### src/rtl/hi_ssp_rx_deframer.sv
// hi_ssp_rx_deframer: recovers 16-bit I/Q reports from the correlator SSP stream into a 2-entry valid/ready FIFO.
// Optional out_amp estimator enabled by HI_SSP_RX_AMPLITUDE_EN.
module hi_ssp_rx_deframer #(
    parameter int TIMEOUT_CYCLES = 16
) (
    input  logic       ck_1356meg,
    input  logic       reset,
    input  logic       ssp_clk,
    input  logic       ssp_frame,
    input  logic       ssp_din,
    output logic       out_valid,
    input  logic       out_ready,
    output logic [7:0] out_i,
    output logic [7:0] out_q,
    output logic [8:0] out_amp,
    output logic       overflow,
    input  logic       clr_overflow,
    output logic [7:0] sync_err_cnt
);
    localparam int TW = $clog2(TIMEOUT_CYCLES + 1);
    typedef enum logic {IDLE, SHIFT} state_t;
    state_t        state_q;
    logic          s1_clk_q, s1_frame_q, s1_din_q, s2_clk_q;
    logic [4:0]    cnt_q;
    logic [15:0]   sr_q;
    logic [TW-1:0] tmo_q;
    logic          push_q;
    logic [7:0]    err_q;
    logic [15:0]   e0_q, e1_q, e0_d, e1_d;
    logic [1:0]    fcnt_q, fcnt_d, cnt_pop;
    logic          ovf_q;
    logic          strobe, pop, acc, drop;
    logic [7:0]    err_inc;
    assign strobe  = s2_clk_q & ~s1_clk_q;
    assign err_inc = err_q + {7'd0, err_q != 8'hFF};
    // push_q is a registered FSM output; sr_q holds the finished word while it is pushed
    always_ff @(posedge ck_1356meg) begin
        if (reset) begin
            {s1_clk_q, s1_frame_q, s1_din_q, s2_clk_q} <= '0;
            state_q <= IDLE;
            cnt_q   <= '0;
            sr_q    <= '0;
            tmo_q   <= '0;
            push_q  <= 1'b0;
            err_q   <= '0;
        end else begin
            s1_clk_q   <= ssp_clk;
            s1_frame_q <= ssp_frame;
            s1_din_q   <= ssp_din;
            s2_clk_q   <= s1_clk_q;
            push_q     <= 1'b0;
            if (state_q == IDLE) begin
                tmo_q <= '0;
                if (strobe && s1_frame_q) begin
                    sr_q    <= {15'd0, s1_din_q};
                    cnt_q   <= 5'd1;
                    state_q <= SHIFT;
                end
            end else if (strobe && s1_frame_q) begin
                sr_q  <= {15'd0, s1_din_q};
                cnt_q <= 5'd1;
                tmo_q <= '0;
                err_q <= err_inc;
            end else if (strobe) begin
                sr_q  <= {sr_q[14:0], s1_din_q};
                cnt_q <= cnt_q + 5'd1;
                tmo_q <= '0;
                if (cnt_q == 5'd15) begin
                    push_q  <= 1'b1;
                    state_q <= IDLE;
                end
            end else if (tmo_q == TW'(TIMEOUT_CYCLES - 1)) begin
                state_q <= IDLE;
                err_q   <= err_inc;
            end else begin
                tmo_q <= tmo_q + 1'b1;
            end
        end
    end
    // Head always sits in e0; an emptying pop leaves e0 untouched so outputs hold the last report
    assign out_valid = fcnt_q != 2'd0;
    assign pop       = out_valid & out_ready;
    assign acc       = push_q & (fcnt_q != 2'd2 | pop);
    assign drop      = push_q & ~acc;
    assign cnt_pop   = fcnt_q - {1'b0, pop};
    assign fcnt_d    = cnt_pop + {1'b0, acc};
    assign e0_d      = (acc && cnt_pop == 2'd0) ? sr_q : (pop && fcnt_q == 2'd2) ? e1_q : e0_q;
    assign e1_d      = (acc && cnt_pop == 2'd1) ? sr_q : e1_q;
    always_ff @(posedge ck_1356meg) begin
        if (reset) begin
            e0_q   <= '0;
            e1_q   <= '0;
            fcnt_q <= '0;
            ovf_q  <= 1'b0;
        end else begin
            e0_q   <= e0_d;
            e1_q   <= e1_d;
            fcnt_q <= fcnt_d;
            ovf_q  <= drop | (ovf_q & ~clr_overflow);
        end
    end
    assign out_i        = e0_q[15:8];
    assign out_q        = e0_q[7:0];
    assign overflow     = ovf_q;
    assign sync_err_cnt = err_q;
`ifdef HI_SSP_RX_AMPLITUDE_EN
    logic signed [8:0] si, sq;
    logic [8:0]        ai, aq, mx, mn;
    always_comb begin
        si = {e0_q[15], e0_q[15:8]};
        sq = {e0_q[7], e0_q[7:0]};
        ai = si[8] ? 9'(-si) : 9'(si);
        aq = sq[8] ? 9'(-sq) : 9'(sq);
        mx = (ai > aq) ? ai : aq;
        mn = (ai > aq) ? aq : ai;
    end
    assign out_amp = mx + (mn >> 1);
`else
    assign out_amp = '0;
`endif
endmodule

### config.mk
export PLATFORM = sky130hd
export DESIGN_NAME = hi_ssp_rx_deframer
export DESIGN_NICKNAME = d
export VERILOG_FILES = /design/src/rtl/hi_ssp_rx_deframer.sv
export SDC_FILE = /design/constraint.sdc
export NUM_CORES = 1
export LEC_CHECK = 0
export BUFFER_PORTS_ARGS = -buffer_cell sky130_fd_sc_hd__buf_2
export CAP_MARGIN = 20
export CORE_ASPECT_RATIO = 1.4
export CORE_MARGIN = 1.5
export CORE_UTILIZATION = 55
export DETAILED_ROUTE_END_ITERATION = 6
export GPL_TIMING_DRIVEN = 0
export PLACE_DENSITY = 0.76
export SLEW_MARGIN = 25
export SYNTH_ARGS = -nofsm -noshare
export SYNTH_HDL_FRONTEND = slang
export SYNTH_SLANG_ARGS = --single-unit
export TNS_END_PERCENT = 50
### constraint.sdc
create_clock -name ck_1356meg -period 2.73 [get_ports ck_1356meg]
set_input_delay 0.546 -clock ck_1356meg [delete_from_list [all_inputs] [get_ports ck_1356meg]]
set_output_delay 0.546 -clock ck_1356meg [all_outputs]
set_load 0.02 [all_outputs]
==> report_table.html, run 1 <==
<table>
<tr><th>Metric</th><th>Value</th></tr>
<tr><th colspan="2">Timing</th></tr>
<tr><td>Tightest slew margin relative to the limit</td><td>between 40% and 50%</td></tr>
<tr><td>Highest attainable clock frequency</td><td>0.437 GHz</td></tr>
<tr><td>Worst Skew</td><td>roughly 0.0045 ns</td></tr>
<tr><td>Max-slew violation total from the final report</td><td>0</td></tr>
<tr><td>Setup violations, final</td><td>0</td></tr>
<tr><td>Slew at the pin closest to its max-slew limit</td><td>~0.75 ns</td></tr>
<tr><td>Crit path time final</td><td>roughly 2.3 ns</td></tr>
<tr><td>Fin crit share</td><td>~84%</td></tr>
<tr><td>Fin. Hold Viols</td><td>0</td></tr>
<tr><td>Setup total negative slack</td><td>0 ns</td></tr>
<tr><td>Unrepaired setup endpoints after global routing</td><td>false</td></tr>
<tr><th colspan="2">Detailed routing</th></tr>
<tr><td>Number of violations reported at the end of detailed-routing iteration 0</td><td>82</td></tr>
<tr><td>Antenna-violating nets left</td><td>0</td></tr>
<tr><td>Routed WL</td><td>6230 µm</td></tr>
<tr><td>Via count</td><td>about 2400</td></tr>
<tr><td>Number of vias per cell after detailed routing</td><td>about 5.4</td></tr>
<tr><td>TritonRoute pass-1 iters</td><td>4</td></tr>
<tr><td>Post-route DRC violation count</td><td>0</td></tr>
<tr><td>Detail-routed net length per standard cell</td><td>13.9 µm</td></tr>
<tr><th colspan="2">Synth</th></tr>
<tr><td>Cell with the most instances after synthesis</td><td>sky130_fd_sc_hd__dfxtp_1</td></tr>
<tr><td>Fraction of registers with async set/reset</td><td>0%</td></tr>
<tr><td>Mean instance size in the synthesized netlist</td><td>between 9 and 10 µm²</td></tr>
<tr><td>Number of standard cells after synthesis</td><td>between 300 and 400</td></tr>
<tr><td>Sequential share of the synthesized area</td><td>between 40% and 50%</td></tr>
<tr><td>Cell type with the largest total area after synthesis</td><td>sky130_fd_sc_hd__dfxtp_1</td></tr>
<tr><td>Top FF cell, synth</td><td>sky130_fd_sc_hd__dfxtp_1</td></tr>
<tr><td>Number of register bits inferred by synthesis</td><td>75</td></tr>
<tr><td>Number of synthesized flops with an enable pin</td><td>0</td></tr>
<tr><td>Cells taking the most area after synthesis</td><td>sky130_fd_sc_hd__dfxtp_1, sky130_fd_sc_hd__mux2i_1, sky130_fd_sc_hd__nor2_1</td></tr>
<tr><td>Count of yosys warnings during synthesis</td><td>0</td></tr>
<tr><td>Library cells used by synthesis</td><td>42</td></tr>
<tr><td>Mapped cell area</td><td>3130 µm²</td></tr>
<tr><td>Most numerous cell types in the synthesized netlist</td><td>sky130_fd_sc_hd__dfxtp_1, sky130_fd_sc_hd__nor2_1, sky130_fd_sc_hd__mux2i_1</td></tr>
<tr><td>Share of Yosys cell area claimed by the top area cell type</td><td>48.0%</td></tr>
<tr><th colspan="2">Final layout</th></tr>
<tr><td>Util after Layout</td><td>65.9%</td></tr>
<tr><td>Footprint of the multi-input gates</td><td>between 1000 and 1500 µm²</td></tr>
<tr><td>Layout-stage area growth over the synthesis result</td><td>15.5%</td></tr>
<tr><td>Final antenna diode count</td><td>0</td></tr>
<tr><td>Final cell area excluding filler cells</td><td>3610 µm²</td></tr>
<tr><td>Fraction of final layout cells with drive strength greater than 1</td><td>a little under a fifth</td></tr>
<tr><td>Sequential standard cell area</td><td>approximately 1500 µm²</td></tr>
<tr><td># fillers</td><td>about 480</td></tr>
<tr><td>Nets</td><td>approximately 400</td></tr>
<tr><th colspan="2">Clock network</th></tr>
<tr><td>CTS Sinks</td><td>75</td></tr>
<tr><td>Total clock buffers created by CTS</td><td>9</td></tr>
<tr><td>Clock buffer depth</td><td>2</td></tr>
<tr><td>Root buffer selected by CTS</td><td>sky130_fd_sc_hd__clkbuf_8</td></tr>
<tr><td>Number of resized instances in the post-cts repair step</td><td>0</td></tr>
<tr><td>Clock-pin slew of the registers on the worst-case setup and hold paths</td><td>around 0.070 ns</td></tr>
<tr><td>CTS tree</td><td>built</td></tr>
<tr><td>H-tree depth</td><td>3</td></tr>
<tr><td>Number of buffers inserted by hold repair at cts</td><td>0</td></tr>
<tr><td>Later-pin clock latency in the skew report</td><td>about 0.35 ns</td></tr>
<tr><td>Post-CTS setup buffer count</td><td>0</td></tr>
<tr><th colspan="2">Power and ir drop</th></tr>
<tr><td>P per Cell Area</td><td>about 600 nW/µm²</td></tr>
<tr><td>Max IR drop VDD</td><td>~460 µV</td></tr>
<tr><td>Final Total Pwr</td><td>2.17 mW</td></tr>
<tr><td>Leak Pwr</td><td>approximately 1.7 nW</td></tr>
<tr><th colspan="2">Flow run</th></tr>
<tr><td>Max Cap Viol</td><td>0</td></tr>
<tr><th colspan="2">Global routing</th></tr>
<tr><td>Maximum number of pins on one net before global-route repair</td><td>13</td></tr>
<tr><td>Gr ovfl total</td><td>0</td></tr>
<tr><td>Number of antenna violations at the first check in global routing</td><td>0</td></tr>
<tr><td>Aggregate global-route resource usage</td><td>22.4%</td></tr>
<tr><td>Number of global-route vias before repair</td><td>~2300</td></tr>
<tr><td>Wire length of the first global-routing pass</td><td>around 10000 µm</td></tr>
<tr><th colspan="2">Worst setup path</th></tr>
<tr><td>Worst Setup End Kind</td><td>flop</td></tr>
<tr><td>CP Data Required Time</td><td>2.94 ns</td></tr>
<tr><td>Startpoint types</td><td>flop</td></tr>
<tr><td>Category of the most critical setup path</td><td>reg -&gt; reg</td></tr>
<tr><td>Worst-case reg-to-reg path depth</td><td>7</td></tr>
<tr><td>Maximum fanout encountered on the critical timing path</td><td>10</td></tr>
<tr><td>Arrival time worst endpoint</td><td>approximately 2.5 ns</td></tr>
<tr><th colspan="2">Placed design</th></tr>
<tr><td>Buffers added on ports</td><td>31</td></tr>
<tr><td>Placed instance area</td><td>about 3400 µm²</td></tr>
<tr><td>Final HPWL DP</td><td>4360 µm</td></tr>
<tr><td>Global placer's final weighted congestion</td><td>about 0.8</td></tr>
<tr><th colspan="2">Hold path</th></tr>
<tr><td>Classification of the worst-slack hold path</td><td>in -&gt; reg</td></tr>
<tr><td>Number of cells on the worst hold path</td><td>2</td></tr>
<tr><th colspan="2">Floorplanning</th></tr>
<tr><td>Die Footprint</td><td>roughly 6200 µm²</td></tr>
<tr><td>Placeable Area</td><td>around 5500 µm²</td></tr>
<tr><td>Die boundary height</td><td>around 92 µm</td></tr>
<tr><td>Row count</td><td>32</td></tr>
<tr><td>Num ports</td><td>42</td></tr>
<tr><td>Starting Density</td><td>roughly 57%</td></tr>
<tr><td>Die width</td><td>66.8 µm</td></tr>
<tr><th colspan="2">Outcome</th></tr>
<tr><td>Run status</td><td>complete, no violations</td></tr>
</table>
## worst max-delay path: stages, from the launching register on
cell and delay, ns:
sky130_fd_sc_hd__dfxtp_1 0.37, sky130_fd_sc_hd__or2_2 0.32, sky130_fd_sc_hd__and2_1 0.16, sky130_fd_sc_hd__ha_1 0.21, sky130_fd_sc_hd__o211a_1 0.19, sky130_fd_sc_hd__o211ai_2 0.27, sky130_fd_sc_hd__clkbuf_1 0.46, sky130_fd_sc_hd__a211oi_1 0.15
## state kept, by name, indices dropped and copies added, names as in the netlist
signal / cells
sync_err_cnt: 8
s2_clk_q: 1
tmo_q: 5
s1_clk_q: 1
sr_q: 16
e1_q: 16
cnt_q: 5
state_q: 1
push_q: 1
s1_frame_q: 1
e0_q: 16
s1_din_q: 1
fcnt_q: 2
overflow: 1
## stage by stage
stage                     cells  setup slack, ns  hold slack [ns]
after floorplan             333            0.600            0.417
after global placement      432            0.497            0.434
after detailed placement    432            0.479            0.442
after CTS                   447            0.456            0.399
after global routing        447            0.321            0.418
final                       447            0.441            0.406
## power breakdown
| part | total, mW | leakage [nW] | switching, mW | internal (mW) |
|---|---|---|---|---|
| logic | 0.131 | 1.03 | 0.0818 | 0.0489 |
| clock network | 0.925 | 0.108 | 0.394 | 0.531 |
| registers | 1.11 | 0.605 | 0.0108 | 1.10 |
| total | 2.17 | 1.74 | 0.487 | 1.68 |
## cell type report
type | count | area share, %
well taps | 68 | 2.35
multi-input cells | 225 | 40.9
plain buffers | 27 | 4.33
inverters | 6 | 0.623
clock inverters | 5 | 2.15
flip-flops and latches | 75 | 41.5
repair buffers | 31 | 4.29
clock buffers | 10 | 3.81
## kinds of logic (layout without fill, tap and decap cells)
kind of cell | Yosys count | count (layout) | share of synthesized area (%)
and+or+nand+nor | 109 | 109 | 16.7
DFF | 75 | 75 | 48.0
AOI/OAI and AO/OA | 58 | 58 | 13.4
muxes | 36 | 36 | 11.6
buffers and inverters | 33 | 79 | 5.72
adders and majority gates | 8 | 8 | 3.20
xor gates and xnor gates | 5 | 5 | 1.40
other | 1 | 9 | 0.120
## per-layer routing
layer / vias up / GRT usage (%) / part of all wire (%)
met5: - / 0 / 0
met4: 0 / 9.18 / 2.2
met3: 12 / 7.36 / 2.5
met2: 33 / 37.5 / 51
met1: 1165 / 25.6 / 44
li1: 1223 / - / -
## cells in the final DEF, fill, tap and decap left out, types with 3 or more instances in the layout
cell type	n
sky130_fd_sc_hd__nor2b_1	10
sky130_fd_sc_hd__o21ai_0	6
sky130_fd_sc_hd__a21oi_1	10
sky130_fd_sc_hd__nand3_1	5
sky130_fd_sc_hd__and3_1	4
sky130_fd_sc_hd__a211oi_1	16
sky130_fd_sc_hd__clkbuf_8	10
sky130_fd_sc_hd__a22oi_1	17
sky130_fd_sc_hd__clkbuf_1	11
sky130_fd_sc_hd__conb_1	9
sky130_fd_sc_hd__inv_1	6
sky130_fd_sc_hd__nand2_1	8
sky130_fd_sc_hd__buf_2	36
sky130_fd_sc_hd__nor2_1	64
sky130_fd_sc_hd__ha_1	8
sky130_fd_sc_hd__buf_4	9
sky130_fd_sc_hd__xor2_1	3
sky130_fd_sc_hd__mux2i_1	35
sky130_fd_sc_hd__dfxtp_1	75
sky130_fd_sc_hd__or3_1	6
## path summary, 6_finish.rpt
path,end,slack (ns),startpoint
min,s1_din_q,0.41,ssp_din
min reg2reg,sr_q[0],0.45,s1_din_q
max,e0_q[11],0.44,fcnt_q[1]
max reg2reg,e0_q[11],0.44,fcnt_q[1]
(Power assumes the default switching activity.)
==> inputs of run 2 (changes only) <==
- clock period: 2.73 -> 2.2 ns (I/O delays scaled with it)
==> report_table.html, run 2 (synthesized netlist as in run 1, its figures left out) <==
<table>
<tr><th>Metric</th><th>Value</th></tr>
<tr><th colspan="2">Worst setup path</th></tr>
<tr><td>Maximum fanout encountered on the critical timing path</td><td>6 (was 10)</td></tr>
<tr><td>Cells traversed along the worst timing path</td><td>or2_2 &gt; and2_1 &gt; ha_1 &gt; o211a_1 &gt; o211ai_4 &gt; buf_4 &gt; nor2_1 &gt; a211oi_1 (was or2_2 &gt; and2_1 &gt; ha_1 &gt; o211a_1 &gt; o211ai_2 &gt; clkbuf_1 &gt; a211oi_1)</td></tr>
<tr><td>CP Data Required Time</td><td>2.46 ns (was 2.94 ns)</td></tr>
<tr><td>Worst Setup End Kind</td><td>flop (unchanged)</td></tr>
<tr><td>Arrival time worst endpoint</td><td>2.34 ns (was 2.50 ns)</td></tr>
<tr><td>Category of the most critical setup path</td><td>reg -&gt; reg (unchanged)</td></tr>
<tr><td>Cell with the biggest individual delay on the critical path</td><td>sky130_fd_sc_hd__dfxtp_2 (was sky130_fd_sc_hd__clkbuf_1)</td></tr>
<tr><td>Largest incremental delay on the critical path</td><td>0.36 ns (was 0.46 ns)</td></tr>
<tr><td>Startpoint types</td><td>flop (unchanged)</td></tr>
<tr><th colspan="2">Timing</th></tr>
<tr><td>Setup violations, final</td><td>0 (unchanged)</td></tr>
<tr><td>Max-slew violation total from the final report</td><td>0 (unchanged)</td></tr>
<tr><td>Worst Setup Slack, final</td><td>0.122 ns (was 0.441 ns)</td></tr>
<tr><td>Tightest slew margin relative to the limit</td><td>46.0% (was 49.5%)</td></tr>
<tr><td>Fin. Hold Viols</td><td>0 (unchanged)</td></tr>
<tr><td>Worst slack on hold paths</td><td>0.299 ns (was 0.406 ns)</td></tr>
<tr><td>Slew at the pin closest to its max-slew limit</td><td>0.805 ns (was 0.753 ns)</td></tr>
<tr><td>Crit path time final</td><td>2.08 ns (was 2.29 ns)</td></tr>
<tr><td>Unrepaired setup endpoints after global routing</td><td>false (unchanged)</td></tr>
<tr><td>Worst Skew</td><td>0.00569 ns (was 0.00454 ns)</td></tr>
<tr><td>Highest attainable clock frequency</td><td>0.481 GHz (was 0.437 GHz)</td></tr>
<tr><td>Fin crit share</td><td>94.5% (was 83.9%)</td></tr>
<tr><th colspan="2">Floorplanning</th></tr>
<tr><td>Starting Density</td><td>57.0% (unchanged)</td></tr>
<tr><td>Num ports</td><td>42 (unchanged)</td></tr>
<tr><td>Die width</td><td>66.8 µm (unchanged)</td></tr>
<tr><td>Die Footprint</td><td>6160 µm² (unchanged)</td></tr>
<tr><td>Placeable Area</td><td>5490 µm² (unchanged)</td></tr>
<tr><td>Die boundary height</td><td>92.3 µm (unchanged)</td></tr>
<tr><td>Row count</td><td>32 (unchanged)</td></tr>
<tr><th colspan="2">Clock network</th></tr>
<tr><td>H-tree depth</td><td>3 (unchanged)</td></tr>
<tr><td>Root buffer selected by CTS</td><td>sky130_fd_sc_hd__clkbuf_8 (unchanged)</td></tr>
<tr><td>Number of buffers inserted by hold repair at cts</td><td>0 (unchanged)</td></tr>
<tr><td>CTS Sinks</td><td>75 (unchanged)</td></tr>
<tr><td>CTS tree</td><td>built (unchanged)</td></tr>
<tr><td>Total clock buffers created by CTS</td><td>9 (unchanged)</td></tr>
<tr><td>Clock-pin slew of the registers on the worst-case setup and hold paths</td><td>0.07 ns (about the same)</td></tr>
<tr><td>Clock buffer depth</td><td>2 (unchanged)</td></tr>
<tr><td>Later-pin clock latency in the skew report</td><td>0.35 ns (about the same)</td></tr>
<tr><th colspan="2">Final layout</th></tr>
<tr><td>Layout-stage area growth over the synthesis result</td><td>17.4% (was 15.5%)</td></tr>
<tr><td>Final antenna diode count</td><td>0 (unchanged)</td></tr>
<tr><td>Nets</td><td>394 (was 390)</td></tr>
<tr><td>Most common cell after layout, fill and taps aside</td><td>sky130_fd_sc_hd__dfxtp_1 (unchanged)</td></tr>
<tr><td>Largest registers</td><td>e0_q: 16 flops, e1_q: 16 flops, sr_q: 16 flops (unchanged)</td></tr>
<tr><td>Most used cells in the layout excluding fill and tap cells</td><td>sky130_fd_sc_hd__dfxtp_1, sky130_fd_sc_hd__nor2_1, sky130_fd_sc_hd__mux2i_1 (was sky130_fd_sc_hd__dfxtp_1, sky130_fd_sc_hd__nor2_1, sky130_fd_sc_hd__buf_2)</td></tr>
<tr><td># fillers</td><td>469 (was 475)</td></tr>
<tr><td>Fraction of final layout cells with drive strength greater than 1</td><td>19.8% (was 18.2%)</td></tr>
<tr><th colspan="2">Global routing</th></tr>
<tr><td>Number of antenna violations at the first check in global routing</td><td>0 (unchanged)</td></tr>
<tr><td>Wire length of the first global-routing pass</td><td>10500 µm (was 10400 µm)</td></tr>
<tr><td>Number of global-route vias before repair</td><td>2305 (was 2301)</td></tr>
<tr><td>Gr ovfl total</td><td>0 (unchanged)</td></tr>
<tr><td>Aggregate global-route resource usage</td><td>22.5% (was 22.4%)</td></tr>
<tr><td>Maximum number of pins on one net before global-route repair</td><td>13 (unchanged)</td></tr>
<tr><th colspan="2">Power and ir drop</th></tr>
<tr><td>Max IR drop VDD</td><td>572 µV (was 461 µV)</td></tr>
<tr><td>P per Cell Area</td><td>735 nW/µm² (was 600 nW/µm²)</td></tr>
<tr><td>Leak Pwr</td><td>1.77 nW (was 1.74 nW)</td></tr>
<tr><th colspan="2">Placed design</th></tr>
<tr><td>Final HPWL DP</td><td>4360 µm (unchanged)</td></tr>
<tr><td>Buffers added on ports</td><td>31 (unchanged)</td></tr>
<tr><td>Pre-CTS setup slack</td><td>-0.0513 ns (was 0.479 ns)</td></tr>
<tr><td>Global placer's final weighted congestion</td><td>0.784 (unchanged)</td></tr>
<tr><th colspan="2">Detailed routing</th></tr>
<tr><td>Antenna-violating nets left</td><td>0 (unchanged)</td></tr>
<tr><td>Routed WL</td><td>6380 µm (was 6230 µm)</td></tr>
<tr><td>TritonRoute pass-1 iters</td><td>4 (unchanged)</td></tr>
<tr><td>Via count</td><td>2432 (was 2433)</td></tr>
<tr><td>Number of vias per cell after detailed routing</td><td>5.39 (was 5.44)</td></tr>
<tr><td>Number of violations reported at the end of detailed-routing iteration 0</td><td>88 (was 82)</td></tr>
<tr><td>Detail-routed net length per standard cell</td><td>14.2 µm (was 13.9 µm)</td></tr>
<tr><td>Post-route DRC violation count</td><td>0 (unchanged)</td></tr>
<tr><th colspan="2">Hold path</th></tr>
<tr><td>Classification of the worst-slack hold path</td><td>in -&gt; reg (unchanged)</td></tr>
<tr><th colspan="2">Flow run</th></tr>
<tr><td>Max Cap Viol</td><td>0 (unchanged)</td></tr>
<tr><th colspan="2">Outcome</th></tr>
<tr><td>Run status</td><td>complete, no violations (unchanged)</td></tr>
</table>
==> run 2: worst max-delay path, delay by kind of cell (launching register included) <==
kind                     cells  cell delay [ns]
AO/OA/AOI/OAI                3             0.69
AND/OR/NAND/NOR              3             0.50
flip-flops                   1             0.36
adder cells (fa/ha/maj)      1             0.22
buffers and inverters        1             0.21
==> run 2: cell type report <==
| cell class | count | area, µm² | share of cell area, % |
|---|---|---|---|
| clock inverter | 5 | 77.6 | 2.11 |
| inverter | 6 | 22.5 | 0.613 |
| buffer | 27 | 173 | 4.70 |
| multi-input combinational | 225 | 1490 | 40.6 |
| timing repair buffer | 35 | 185 | 5.04 |
| sequential | 75 | 1500 | 40.9 |
| clock buffer | 10 | 138 | 3.75 |
| tap | 68 | 85.1 | 2.32 |
==> run 2: where the power goes <==
group	internal (mW)	leakage, nW	switching, mW
sequential	1.37	0.605	0.0138
combinational	0.0627	1.06	0.108
clock	0.659	0.108	0.488
total	2.09	1.77	0.610
==> run 2: what timing repair did <==
| action | in CTS | in global routing |
|---|---|---|
| gates cloned | 0 | 1 |
| endpoints found under the hold margin | 0 | 0 |
| endpoints found under the setup margin | 20 | 15 |
| pin swaps | 1 | 1 |
| setup buffers | 1 | 2 |
| gates resized for setup | 3 | 9 |
==> run 2: path summary, 6_finish.rpt <==
check / start / end / slack, ns / cells after the start
worst min-delay path: ssp_din / s1_din_q / 0.30 / 2
worst max-delay path: fcnt_q[1] / e0_q[4] / 0.12 / 8
worst min register to register: s1_din_q / sr_q[0] / 0.45 / 2
worst max register to register: fcnt_q[1] / e0_q[4] / 0.12 / 8
==> run 2: per-layer routing <==
layer  GRT usage (%)  vias to the layer above  routed length (µm)  part of all wire (%)
li1                -                     1232                   -                     -
met1            25.6                     1154                2840                    45
met2            37.8                       34                3250                    51
met3            7.36                       12                 146                   2.3
met4            9.18                        0                 147                   2.3
met5               0                        -                   0                     0
==> run 2: stage by stage <==
stage	instances	util, %	cell area, µm²	power, mW	TNS [ns]
2_1_floorplan	333	-	3160	1.54	0
3_3_place_gp	432	62.0	3400	1.57	-0.502
3_5_place_dp	432	62.0	3400	1.57	-0.682
4_1_cts	448	66.1	3630	2.70	0
5_1_grt	451	67.0	3670	2.79	0
6_report	451	67.0	3670	2.70	0
==> inputs of run 3 (changes only) <==
- RECOVER_POWER: unset -> 100
- clock period: 2.2 -> 2 ns (I/O delays scaled with it)
==> report_table.html, run 3 (synthesized netlist as in run 1, its figures left out) <==
<table>
<tr><th>Metric</th><th>Value</th></tr>
<tr><th colspan="2">Floorplanning</th></tr>
<tr><td>Die boundary height</td><td>92.3 µm (unchanged)</td></tr>
<tr><td>Row count</td><td>32 (unchanged)</td></tr>
<tr><td>Die width</td><td>66.8 µm (unchanged)</td></tr>
<tr><td>Starting Density</td><td>57.0% (unchanged)</td></tr>
<tr><td>Num ports</td><td>42 (unchanged)</td></tr>
<tr><td>Die Footprint</td><td>6160 µm² (unchanged)</td></tr>
<tr><td>Placeable Area</td><td>5490 µm² (unchanged)</td></tr>
<tr><th colspan="2">Detailed routing</th></tr>
<tr><td>Post-route DRC violation count</td><td>0 (unchanged)</td></tr>
<tr><td>Number of violations reported at the end of detailed-routing iteration 0</td><td>64 (was 88)</td></tr>
<tr><td>Number of vias per cell after detailed routing</td><td>5.45 (was 5.39)</td></tr>
<tr><td>Routed WL</td><td>6650 µm (was 6380 µm)</td></tr>
<tr><td>Antenna-violating nets left</td><td>0 (unchanged)</td></tr>
<tr><td>Detail-routed net length per standard cell</td><td>14.7 µm (was 14.2 µm)</td></tr>
<tr><td>Via count</td><td>2467 (was 2432)</td></tr>
<tr><td>TritonRoute pass-1 iters</td><td>4 (unchanged)</td></tr>
<tr><th colspan="2">Final layout</th></tr>
<tr><td># fillers</td><td>452 (was 469)</td></tr>
<tr><td>Fraction of final layout cells with drive strength greater than 1</td><td>14.8% (was 19.8%)</td></tr>
<tr><td>Sequential standard cell area</td><td>1510 µm² (was 1500 µm²)</td></tr>
<tr><td>Layout-stage area growth over the synthesis result</td><td>17.6% (was 17.4%)</td></tr>
<tr><td>Nets</td><td>395 (was 394)</td></tr>
<tr><td>Util after Layout</td><td>67.1% (was 67.0%)</td></tr>
<tr><td>Largest registers</td><td>e0_q: 16 flops, e1_q: 16 flops, sr_q: 16 flops (unchanged)</td></tr>
<tr><td>Final antenna diode count</td><td>0 (unchanged)</td></tr>
<tr><td>Footprint of the multi-input gates</td><td>1530 µm² (was 1490 µm²)</td></tr>
<tr><td>Most common cell after layout, fill and taps aside</td><td>sky130_fd_sc_hd__dfxtp_1 (unchanged)</td></tr>
<tr><td>Final cell area excluding filler cells</td><td>3680 µm² (was 3670 µm²)</td></tr>
<tr><td>Most used cells in the layout excluding fill and tap cells</td><td>sky130_fd_sc_hd__dfxtp_1, sky130_fd_sc_hd__nor2_1, sky130_fd_sc_hd__clkbuf_1 (was sky130_fd_sc_hd__dfxtp_1, sky130_fd_sc_hd__nor2_1, sky130_fd_sc_hd__mux2i_1)</td></tr>
<tr><th colspan="2">Placed design</th></tr>
<tr><td>Pre-CTS setup slack</td><td>-0.229 ns (was -0.0513 ns)</td></tr>
<tr><td>Placed instance area</td><td>3400 µm² (about the same)</td></tr>
<tr><td>Global placer's final weighted congestion</td><td>0.764 (was 0.784)</td></tr>
<tr><td>Buffers added on ports</td><td>31 (unchanged)</td></tr>
<tr><td>Final HPWL DP</td><td>4370 µm (was 4360 µm)</td></tr>
<tr><th colspan="2">Power and ir drop</th></tr>
<tr><td>Clock Power Share</td><td>37.7% (was 42.5%)</td></tr>
<tr><td>Leak Pwr</td><td>1.66 nW (was 1.77 nW)</td></tr>
<tr><td>Final Total Pwr</td><td>2.80 mW (was 2.70 mW)</td></tr>
<tr><td>Power Internal</td><td>2.11 mW (was 2.09 mW)</td></tr>
<tr><td>Flop pwr share</td><td>54.1% (was 51.2%)</td></tr>
<tr><td>Fraction of power spent switching nets</td><td>24.8% (was 22.6%)</td></tr>
<tr><td>Net switching power figure</td><td>695 µW (was 610 µW)</td></tr>
<tr><td>Max IR drop VDD</td><td>502 µV (was 572 µV)</td></tr>
<tr><td>P per Cell Area</td><td>762 nW/µm² (was 735 nW/µm²)</td></tr>
<tr><td>Logic gate share of total power</td><td>8.2% (was 6.3%)</td></tr>
<tr><th colspan="2">Clock network</th></tr>
<tr><td>Root buffer selected by CTS</td><td>sky130_fd_sc_hd__clkbuf_8 (unchanged)</td></tr>
<tr><td>Clock buffer depth</td><td>2 (unchanged)</td></tr>
<tr><td>CTS Sinks</td><td>75 (unchanged)</td></tr>
<tr><td>Later-pin clock latency in the skew report</td><td>0.35 ns (about the same)</td></tr>
<tr><td>Total clock buffers created by CTS</td><td>9 (unchanged)</td></tr>
<tr><td>Number of buffers inserted by hold repair at cts</td><td>0 (unchanged)</td></tr>
<tr><td>H-tree depth</td><td>3 (unchanged)</td></tr>
<tr><td>CTS tree</td><td>built (unchanged)</td></tr>
<tr><td>Clock-pin slew of the registers on the worst-case setup and hold paths</td><td>0.07 ns (about the same)</td></tr>
<tr><th colspan="2">Timing</th></tr>
<tr><td>Crit path time final</td><td>1.95 ns (was 2.08 ns)</td></tr>
<tr><td>Max-slew violation total from the final report</td><td>0 (unchanged)</td></tr>
<tr><td>Unrepaired setup endpoints after global routing</td><td>true (was false)</td></tr>
<tr><td>Highest attainable clock frequency</td><td>0.513 GHz (was 0.481 GHz)</td></tr>
<tr><td>Worst Skew</td><td>0.00901 ns (was 0.00569 ns)</td></tr>
<tr><td>Fin. Hold Viols</td><td>0 (unchanged)</td></tr>
<tr><td>Setup violations, final</td><td>0 (unchanged)</td></tr>
<tr><td>Worst Setup Slack, final</td><td>0.0516 ns (was 0.122 ns)</td></tr>
<tr><td>Tightest slew margin relative to the limit</td><td>48.7% (was 46.0%)</td></tr>
<tr><td>Setup total negative slack</td><td>0 ns (unchanged)</td></tr>
<tr><td>Fin crit share</td><td>97.4% (was 94.5%)</td></tr>
<tr><td>Slew at the pin closest to its max-slew limit</td><td>0.765 ns (was 0.805 ns)</td></tr>
<tr><th colspan="2">Global routing</th></tr>
<tr><td>Met2 track utilization from global routing</td><td>40.7% (was 37.8%)</td></tr>
<tr><td>Most used routing layer in global routing</td><td>met2 (unchanged)</td></tr>
<tr><td>Aggregate global-route resource usage</td><td>23.4% (was 22.5%)</td></tr>
<tr><td>Wire length of the first global-routing pass</td><td>10900 µm (was 10500 µm)</td></tr>
<tr><td>Number of global-route vias before repair</td><td>2399 (was 2305)</td></tr>
<tr><td>GR Layer Usage met1</td><td>27.0% (was 25.6%)</td></tr>
<tr><td>Gr ovfl total</td><td>0 (unchanged)</td></tr>
<tr><td>Met3 routing resource usage after global routing</td><td>2.94% (was 7.36%)</td></tr>
<tr><td>Maximum number of pins on one net before global-route repair</td><td>13 (unchanged)</td></tr>
<tr><td>Number of antenna violations at the first check in global routing</td><td>0 (unchanged)</td></tr>
<tr><th colspan="2">Worst setup path</th></tr>
<tr><td>Worst Setup End Kind</td><td>flop (unchanged)</td></tr>
<tr><td>Category of the most critical setup path</td><td>reg -&gt; reg (unchanged)</td></tr>
<tr><td>Launch point of the worst reg-to-reg path</td><td>fcnt_q[0] (was fcnt_q[1])</td></tr>
<tr><td>CP Data Required Time</td><td>2.22 ns (was 2.46 ns)</td></tr>
<tr><td>Startpoint types</td><td>flop (unchanged)</td></tr>
<tr><td>Critical Path Source</td><td>fcnt_q[0] (was fcnt_q[1])</td></tr>
<tr><td>Maximum fanout encountered on the critical timing path</td><td>5 (was 6)</td></tr>
<tr><td>Arrival time worst endpoint</td><td>2.17 ns (was 2.34 ns)</td></tr>
<tr><th colspan="2">Outcome</th></tr>
<tr><td>Run status</td><td>complete, no violations (unchanged)</td></tr>
<tr><th colspan="2">Hold path</th></tr>
<tr><td>Start point of the worst min-delay path</td><td>ssp_clk (was ssp_din)</td></tr>
<tr><td>Classification of the worst-slack hold path</td><td>in -&gt; reg (unchanged)</td></tr>
<tr><th colspan="2">Flow run</th></tr>
<tr><td>Max Cap Viol</td><td>0 (unchanged)</td></tr>
</table>
[run 3: repair_timing]
item	4_1_cts	5_1_grt
buffers inserted	4	1
gates cloned	1	0
endpoints found under the setup margin	29	21
gates resized for setup	15	7
pin swaps	2	1
[run 3: path summary, 6_finish.rpt]
kind,endpoint,depth (start not counted),slack [ns]
max,e1_q[10],8,0.05
min,s1_clk_q,2,0.26
max reg2reg,e1_q[10],8,0.05
min reg2reg,sr_q[0],2,0.46
[run 3: per-stage QoR]
step	instances	hold slack, ns
after global placement	432	0.436
after detailed placement	432	0.453
final	453	0.255
after CTS	453	0.252
after floorplan	333	0.417
after global routing	453	0.286
[run 3: worst max-delay path: stages (launching register included)]
cell	delay, ns
sky130_fd_sc_hd__dfxtp_4	0.35
sky130_fd_sc_hd__or2_4	0.24
sky130_fd_sc_hd__and2_4	0.17
sky130_fd_sc_hd__ha_4	0.17
sky130_fd_sc_hd__o211a_4	0.16
sky130_fd_sc_hd__o211ai_4	0.28
sky130_fd_sc_hd__buf_6	0.20
sky130_fd_sc_hd__mux2i_1	0.20
sky130_fd_sc_hd__nor2_1	0.07
[run 3: final cells by class]
| type | instances | share of cell area, % |
|---|---|---|
| Buffer | 26 | 4.35 |
| Clock buffer | 11 | 4.12 |
| Clock inverter | 5 | 0.748 |
| Inverter | 6 | 0.612 |
| Multi-Input combinational cell | 225 | 41.6 |
| Sequential cell | 75 | 41.0 |
| Tap cell | 68 | 2.31 |
| Timing Repair Buffer | 37 | 5.24 |
[run 3: power groups by stage]
stage               clock, mW  combinational, mW  sequential [mW]
floorplan                   0              0.146             1.55
global placement            0              0.179             1.55
detailed placement          0              0.183             1.55
CTS                      1.07              0.216             1.52
global route             1.14              0.246             1.52
finish                   1.06              0.229             1.52
[run 3: metal layers]
layer	vias up	share of wire (%)
li1	1234	-
met1	1184	44
met2	37	52
met3	12	2.8
met4	0	1.9
met5	-	0
